**config.mk**
```make
export PLATFORM = sky130hd
export DESIGN_NAME = uart_rx_frame
export DESIGN_NICKNAME = d
export VERILOG_FILES = /design/src/rtl/uart_pkg.sv /design/src/rtl/uart_rx_sampler.sv /design/src/rtl/uart_rx_frame.sv
export SDC_FILE = /design/constraint.sdc
export NUM_CORES = 1
export LEC_CHECK = 0
export CORE_ASPECT_RATIO = 0.75
export CORE_MARGIN = 4
export CORE_UTILIZATION = 50
export CTS_CLUSTER_SIZE = 28
export DETAILED_ROUTE_END_ITERATION = 10
export PLACE_DENSITY = 0.79
export REMOVE_ABC_BUFFERS = 1
export SLEW_MARGIN = 10
export SYNTH_ARGS = -nofsm -noshare
export SYNTH_HDL_FRONTEND = slang
export SYNTH_SLANG_ARGS = --single-unit
```
**constraint.sdc**
```tcl
create_clock -name clk -period 2.2 [get_ports clk]
set_input_delay 0.55 -clock clk [delete_from_list [all_inputs] [get_ports clk]]
set_output_delay 0.55 -clock clk [all_outputs]
set_load 0.1 [all_outputs]
```
**src/rtl/uart_pkg.sv**
```systemverilog
// Shared types and constants for the UART receive path.
package uart_pkg;

  // Receive FSM states; the encoding is visible on the top's debug port.
  typedef enum logic [2:0] {
    ST_IDLE   = 3'd0,
    ST_START  = 3'd1,
    ST_DATA   = 3'd2,
    ST_PARITY = 3'd3,
    ST_STOP   = 3'd4,
    ST_BREAK  = 3'd5
  } uart_state_e;

  // Parity modes selected by the PARITY parameter.
  localparam int PAR_NONE = 0;
  localparam int PAR_ODD  = 1;
  localparam int PAR_EVEN = 2;

  // Bit-cell count at which a bit is judged. The vote window is MID-1..MID+1.
  function automatic int calc_mid(input int clks_per_bit);
    return (clks_per_bit - 1) / 2;
  endfunction

endpackage

```
**src/rtl/uart_rx_sampler.sv**
```systemverilog
// Synchroniser, per-bit baud counter and 3-sample majority voter.
// The baud counter treats the cycle in which the start edge is seen on the
// synchronised line as count 0. When the counter reaches MID, the voter
// combines three values of the synchronised line:
//   - the previous value (count MID-1);
//   - the current value (count MID);
//   - the value one synchroniser stage earlier, which is the value the
//     synchronised line will hold at count MID+1.
// This is why the decision is ready at count MID itself.
module uart_rx_sampler
  import uart_pkg::*;
#(
  parameter int CLKS_PER_BIT = 868,
  parameter int SYNC_STAGES  = 2
) (
  input  logic clk_i,
  input  logic rst_ni,
  input  logic rx_i,
  input  logic run_i,       // a frame is in progress (START..STOP)
  input  logic restart_i,   // start edge accepted; this cycle was count 0
  output logic rxs_o,       // synchronised line
  output logic fall_o,      // high->low transition on the synchronised line
  output logic bit_val_o,   // voted bit value, meaningful with bit_tick_o
  output logic bit_tick_o   // one-cycle pulse at each bit mid-point
);

  localparam int CW  = $clog2(CLKS_PER_BIT);
  localparam int MID = calc_mid(CLKS_PER_BIT);

  logic [SYNC_STAGES-1:0] sync_q;
  logic                   rxs_prev_q;
  logic [CW-1:0]          cnt_q, cnt_d;
  logic                   s_early, s_mid, s_late;

  // Synchroniser chain and one-cycle history of the synchronised line.
  always_ff @(posedge clk_i or negedge rst_ni) begin
    if (!rst_ni) begin
      sync_q     <= '1;
      rxs_prev_q <= 1'b1;
    end else begin
      sync_q     <= {sync_q[SYNC_STAGES-2:0], rx_i};
      rxs_prev_q <= sync_q[SYNC_STAGES-1];
    end
  end

  assign rxs_o  = sync_q[SYNC_STAGES-1];
  assign fall_o = rxs_prev_q & ~sync_q[SYNC_STAGES-1];

  // Baud counter next value: restart, hold at zero when idle, wrap per bit.
  always_comb begin
    cnt_d = cnt_q;
    if (restart_i) begin
      cnt_d = CW'(1);
    end else if (!run_i) begin
      cnt_d = '0;
    end else if (cnt_q == CW'(CLKS_PER_BIT - 1)) begin
      cnt_d = '0;
    end else begin
      cnt_d = cnt_q + CW'(1);
    end
  end

  // Baud counter register.
  always_ff @(posedge clk_i or negedge rst_ni) begin
    if (!rst_ni) begin
      cnt_q <= '0;
    end else begin
      cnt_q <= cnt_d;
    end
  end

  // Majority of the three samples around the mid-point.
  always_comb begin
    s_early    = rxs_prev_q;
    s_mid      = sync_q[SYNC_STAGES-1];
    s_late     = sync_q[SYNC_STAGES-2];
    bit_val_o  = (s_early & s_mid) | (s_early & s_late) | (s_mid & s_late);
    bit_tick_o = run_i && (cnt_q == CW'(MID));
  end

endmodule

```
**src/rtl/uart_rx_frame.sv**
```systemverilog
// UART receive engine: frame FSM, shift register and a one-entry holding
// register. Word, parity and framing status are presented together.
//
// Handshake: rx_valid high means rx_data/parity_err/frame_err hold a word.
// The word is taken on every rising clock edge where rx_valid & rx_ready.
// rx_valid never drops without such a transfer. The held word never changes
// while rx_valid is high, unless a transfer happens on the same edge.
module uart_rx_frame
  import uart_pkg::*;
#(
  parameter int CLKS_PER_BIT = 868,
  parameter int DATA_BITS    = 8,
  parameter int PARITY       = 0,
  parameter int STOP_BITS    = 1,
  parameter int SYNC_STAGES  = 2
) (
  input  logic                 clk,
  input  logic                 rst,
  input  logic                 rx,
  output logic [DATA_BITS-1:0] rx_data,
  output logic                 rx_valid,
  input  logic                 rx_ready,
  output logic                 parity_err,
  output logic                 frame_err,
  output logic                 overrun,
  output logic                 busy,
  output uart_state_e          dbg_state
);

  uart_state_e          state_q, state_d;
  logic [3:0]           bit_cnt_q, bit_cnt_d;
  logic [DATA_BITS-1:0] shift_q, shift_d;
  logic                 perr_q, perr_d;
  logic                 stop_low_q, stop_low_d;

  logic [DATA_BITS-1:0] rx_data_q;
  logic                 rx_valid_q, perr_out_q, ferr_out_q, overrun_q;

  logic rxs, fall, bit_val, bit_tick;
  logic run, restart;
  logic complete, comp_ferr;

  assign run = (state_q == ST_START) || (state_q == ST_DATA) ||
               (state_q == ST_PARITY) || (state_q == ST_STOP);

  uart_rx_sampler #(
    .CLKS_PER_BIT (CLKS_PER_BIT),
    .SYNC_STAGES  (SYNC_STAGES)
  ) u_sampler (
    .clk_i      (clk),
    .rst_ni     (rst),
    .rx_i       (rx),
    .run_i      (run),
    .restart_i  (restart),
    .rxs_o      (rxs),
    .fall_o     (fall),
    .bit_val_o  (bit_val),
    .bit_tick_o (bit_tick)
  );

  // Frame FSM: next state, data shifting, parity/stop evaluation.
  always_comb begin
    state_d    = state_q;
    bit_cnt_d  = bit_cnt_q;
    shift_d    = shift_q;
    perr_d     = perr_q;
    stop_low_d = stop_low_q;
    restart    = 1'b0;
    complete   = 1'b0;
    comp_ferr  = 1'b0;
    unique case (state_q)
      ST_IDLE: begin
        if (fall) begin
          state_d    = ST_START;
          restart    = 1'b1;
          bit_cnt_d  = '0;
          perr_d     = 1'b0;
          stop_low_d = 1'b0;
        end
      end
      ST_START: begin
        // A start bit that reads high at its centre was noise.
        if (bit_tick) begin
          state_d = bit_val ? ST_IDLE : ST_DATA;
        end
      end
      ST_DATA: begin
        if (bit_tick) begin
          shift_d = {bit_val, shift_q[DATA_BITS-1:1]};
          if (bit_cnt_q == 4'(DATA_BITS - 1)) begin
            bit_cnt_d = '0;
            state_d   = (PARITY != PAR_NONE) ? ST_PARITY : ST_STOP;
          end else begin
            bit_cnt_d = bit_cnt_q + 4'd1;
          end
        end
      end
      ST_PARITY: begin
        if (bit_tick) begin
          perr_d  = bit_val ^ (^shift_q) ^ (PARITY == PAR_ODD);
          state_d = ST_STOP;
        end
      end
      ST_STOP: begin
        if (bit_tick) begin
          if (!bit_val) begin
            stop_low_d = 1'b1;
          end
          if (bit_cnt_q == 4'(STOP_BITS - 1)) begin
            // Finish at the centre of the last stop bit. A start bit that
            // arrives early is then still caught.
            complete  = 1'b1;
            comp_ferr = stop_low_q | ~bit_val;
            bit_cnt_d = '0;
            state_d   = rxs ? ST_IDLE : ST_BREAK;
          end else begin
            bit_cnt_d = bit_cnt_q + 4'd1;
          end
        end
      end
      ST_BREAK: begin
        // Ignore the line until it returns high, so a long low is one event.
        if (rxs) begin
          state_d = ST_IDLE;
        end
      end
      default: state_d = ST_IDLE;
    endcase
  end

  // Frame FSM registers.
  always_ff @(posedge clk or negedge rst) begin
    if (!rst) begin
      state_q    <= ST_IDLE;
      bit_cnt_q  <= '0;
      shift_q    <= '0;
      perr_q     <= 1'b0;
      stop_low_q <= 1'b0;
    end else begin
      state_q    <= state_d;
      bit_cnt_q  <= bit_cnt_d;
      shift_q    <= shift_d;
      perr_q     <= perr_d;
      stop_low_q <= stop_low_d;
    end
  end

  // Holding register: load on completion if free or being emptied, else drop.
  always_ff @(posedge clk or negedge rst) begin
    if (!rst) begin
      rx_data_q  <= '0;
      rx_valid_q <= 1'b0;
      perr_out_q <= 1'b0;
      ferr_out_q <= 1'b0;
      overrun_q  <= 1'b0;
    end else begin
      overrun_q <= 1'b0;
      if (complete) begin
        if (!rx_valid_q || rx_ready) begin
          rx_data_q  <= shift_q;
          perr_out_q <= perr_q;
          ferr_out_q <= comp_ferr;
          rx_valid_q <= 1'b1;
        end else begin
          overrun_q <= 1'b1;
        end
      end else if (rx_valid_q && rx_ready) begin
        rx_valid_q <= 1'b0;
      end
    end
  end

  assign rx_data    = rx_data_q;
  assign rx_valid   = rx_valid_q;
  assign parity_err = perr_out_q;
  assign frame_err  = ferr_out_q;
  assign overrun    = overrun_q;
  assign busy       = (state_q != ST_IDLE);
  assign dbg_state  = state_q;

endmodule

```
==> results.py <==
metrics = {
    "pwr": {
        "totalPowerFinal_w": 0.00191,
        "leakage_nw": 1.16,
        "power.density_nw_per_um2": 772,
        "ir_drop_v": 0.000651,
    },
    "logic_synthesis": {
        "synth_seq_cells": 42,
        "syn_inst": 182,
        "synth_area_um2": 2040,
        "syn_area_per_cell_um2": 11.2,
        "synth-async-reset-ratio_pct": 100,
        "ys.flop_type": "dfrtp_1",
        "yosysWarningCount": 0,
        "synth_seq_area_share_pct": 51.8,
        "synth.distinct_cells": 41,
        "synth_edf_count": 0,
    },
    "routing": {
        "remaining_drc_errors": 0,
        "top_layer": "met4",
        "wl_met2_mm": 1.87,
        "first_pass_iters": 4,
        "wl_met1_mm": 1.80,
        "dr_wl_met3_um": 224,
        "routed_wl_mm": 3.98,
        "antenna_left": 0,
        "via_count": 1411,
        "drtIter0Drc": 75,
        "wire_per_inst_um": 15.3,
        "vias_per_cell": 5.41,
    },
    "placed_design": {
        "dpl_cell_area_um2": 2320,
        "numPortBuffers": 19,
        "gp_congestion": 0.920,
        "pre_cts_slack_ns": 0.109,
        "dp_hpwl_mm": 2.86,
    },
    "sta": {
        "worstMarginPinSlew_ns": 0.536,
        "layout_min_cycle_time_ns": 2.11,
        "rsz0062_at_grt": "no",
        "skew_ns": 0.00683,
        "worst_slew_margin_rel_pct": 64.2,
        "hold_violations": 0,
        "finalCritPeriodShare_pct": 96.0,
        "setup_viol": 0,
        "slew_viol_final": 0,
        "finalWorstSetupSlack_ns": 0.0884,
        "fmax_mhz": 474,
    },
    "worst_setup_path": {
        "cp.required_ns": 2.38,
        "crit_arrival_ns": 2.29,
        "crit_fanout": 8,
        "path_class": "reg -> reg",
        "crit_start": "u_sampler.cnt_q[3]$_DFF_PN0_",
        "endpoint": "shift_q[0]$_DFFE_PN0P_",
        "start_kind": "flop",
        "worstSetupEndpointType": "flop",
        "r2r-start": "u_sampler.cnt_q[3]$_DFF_PN0_",
        "rrSetupSlack_ns": 0.09,
        "r2r_cells": 4,
        "reg2reg_to": "shift_q[0]$_DFFE_PN0P_",
    },
    "global_route": {
        "track_usage_pct": 17.8,
        "grt_max_degree": 43,
        "antenna_found_initial": 0,
        "grt_overflow_total": 0,
        "grt_first_pass_wirelength_mm": 6.87,
        "grt_pass1_vias": 1453,
    },
    "cts": {
        "h-tree-depth": 2,
        "cts_hold_buf": 0,
        "postCtsSetupRepairBufs": 0,
        "clock_latency_ns": 0.30,
        "root_buffer": "clkbuf_8",
        "ctsResizeCount": 0,
        "numClockSinks": 42,
        "cts_tree": "yes",
        "clockBufferDepth": 2,
        "path_clk_slew_ns": 0.08,
        "numCtsBuffers": 5,
    },
    "floorplan": {
        "die_w_um": 81.7,
        "die_y_um": 63.3,
        "fp.dieArea_um2": 5170,
        "ios": 20,
        "core_um2": 3780,
        "row_count": 19,
        "initial_core_util_pct": 53.9,
    },
    "layout": {
        "fillers": 287,
        "syn_to_final_growth_pct": 21.3,
        "finalCoreUtilization_pct": 65.3,
        "finalInstanceArea_um2": 2470,
        "seq_area_um2": 1050,
        "antenna_cells": 0,
        "multiInputGateArea_um2": 935,
        "layout_common_cells": "dfrtp_1, nor2_1, mux2_2, buf_4, nand2_1",
        "drive_above_1_share_pct": 27.8,
        "final_common_cell": "dfrtp_1",
        "nets": 216,
    },
    "outcome": {
        "status": "complete, no violations",
    },
    "job": {
        "cap_violations": 0,
    },
    "hold_path": {
        "hp-class": "in -> async",
    },
}
## where the power goes
group          internal, W  leakage [nW]  switching, W  total, W
clock             0.000484        0.0714      0.000260  0.000744
combinational     0.000103         0.518      0.000177  0.000280
sequential        0.000821         0.566     0.0000607  0.000881
## stage by stage
stage	hold WS (ns)	setup TNS, ns	cells
global placement	0.359	0	253
CTS	0.321	0	261
detailed placement	0.366	0	253
floorplan	0.254	-10.46	177
finish	0.300	0	261
global route	0.358	0	261
## worst min path at each step
stage	from	end	slack [ns]	depth (start not counted)
after floorplan	rst	bit_cnt_q[0]$_DFFE_PN0P_	0.25	0
after global placement	u_sampler.sync_q[0]$_DFF_PN1_	u_sampler.sync_q[1]$_DFF_PN1_	0.36	0
after detailed placement	u_sampler.sync_q[0]$_DFF_PN1_	u_sampler.sync_q[1]$_DFF_PN1_	0.37	0
after CTS	rst	u_sampler.cnt_q[5]$_DFF_PN0_	0.32	2
after global routing	rst	u_sampler.cnt_q[8]$_DFF_PN0_	0.36	2
final	rst	u_sampler.cnt_q[6]$_DFF_PN0_	0.30	2
## cells by family (layout without fill, tap and decap cells)
logic type               after synthesis  after routing  synth area share (%)
XOR/XNOR                              16             16                  7.56
multiplexers                          20             20                  10.9
flip-flops                            42             42                  51.8
AO/OA/AOI/OAI                         23             23                  6.52
AND/OR/NAND/NOR                       64             64                  17.5
buffers and inverters                 12             39                  2.70
adder cells (fa/ha/maj)                5              5                  2.95
## flip-flops by register name (all words and copies together) (netlist names)
name                  count
rx_valid                  1
u_sampler.sync_q          2
stop_low_q                1
parity_err                1
overrun                   1
bit_cnt_q                 4
perr_q                    1
dbg_state                 3
u_sampler.cnt_q          10
rx_data                   8
u_sampler.rxs_prev_q      1
frame_err                 1
shift_q                   8
## cell usage after synthesis (all sizes together) (2+ instances only)
master	n	share of area, %
a21oi	8	2.0
buf	3	1.0
clkbuf	2	0.37
dfrtp	39	48
dfstp	3	3.9
ha	4	2.5
inv	7	1.3
mux2	18	10
mux2i	2	0.98
nand2	14	2.6
nand2b	5	1.5
nand3	7	1.7
nand3b	2	0.74
nor2	22	4.9
nor2b	2	0.74
nor3	2	1.0
nor3b	2	0.74
o21ai	7	1.7
o22ai	3	0.92
xnor2	11	4.7
xor2	4	1.7
## critical path, cell delays in order, from the launching register on
cell and delay [ns]:
dfrtp_1 0.43, or3b_4 0.45, or4_4 0.58, nor2_8 0.17
mux2_2 0.36
## routing by layer
layer	GRT usage, %	vias to the layer above
met4	7.68	0
met3	7.26	11
li1	-	675
met2	26.2	46
met1	23.0	679
met5	0	-
## cell type report
type | count | share of cell area [%]
clock buffers | 6 | 3.35
clock inverters | 2 | 2.43
flip-flops and latches | 42 | 42.7
multi-input cells | 128 | 37.9
well taps | 52 | 2.64
inverters | 7 | 1.06
repair buffers | 24 | 9.93
Note: power is estimated with default switching activity, not from simulation.
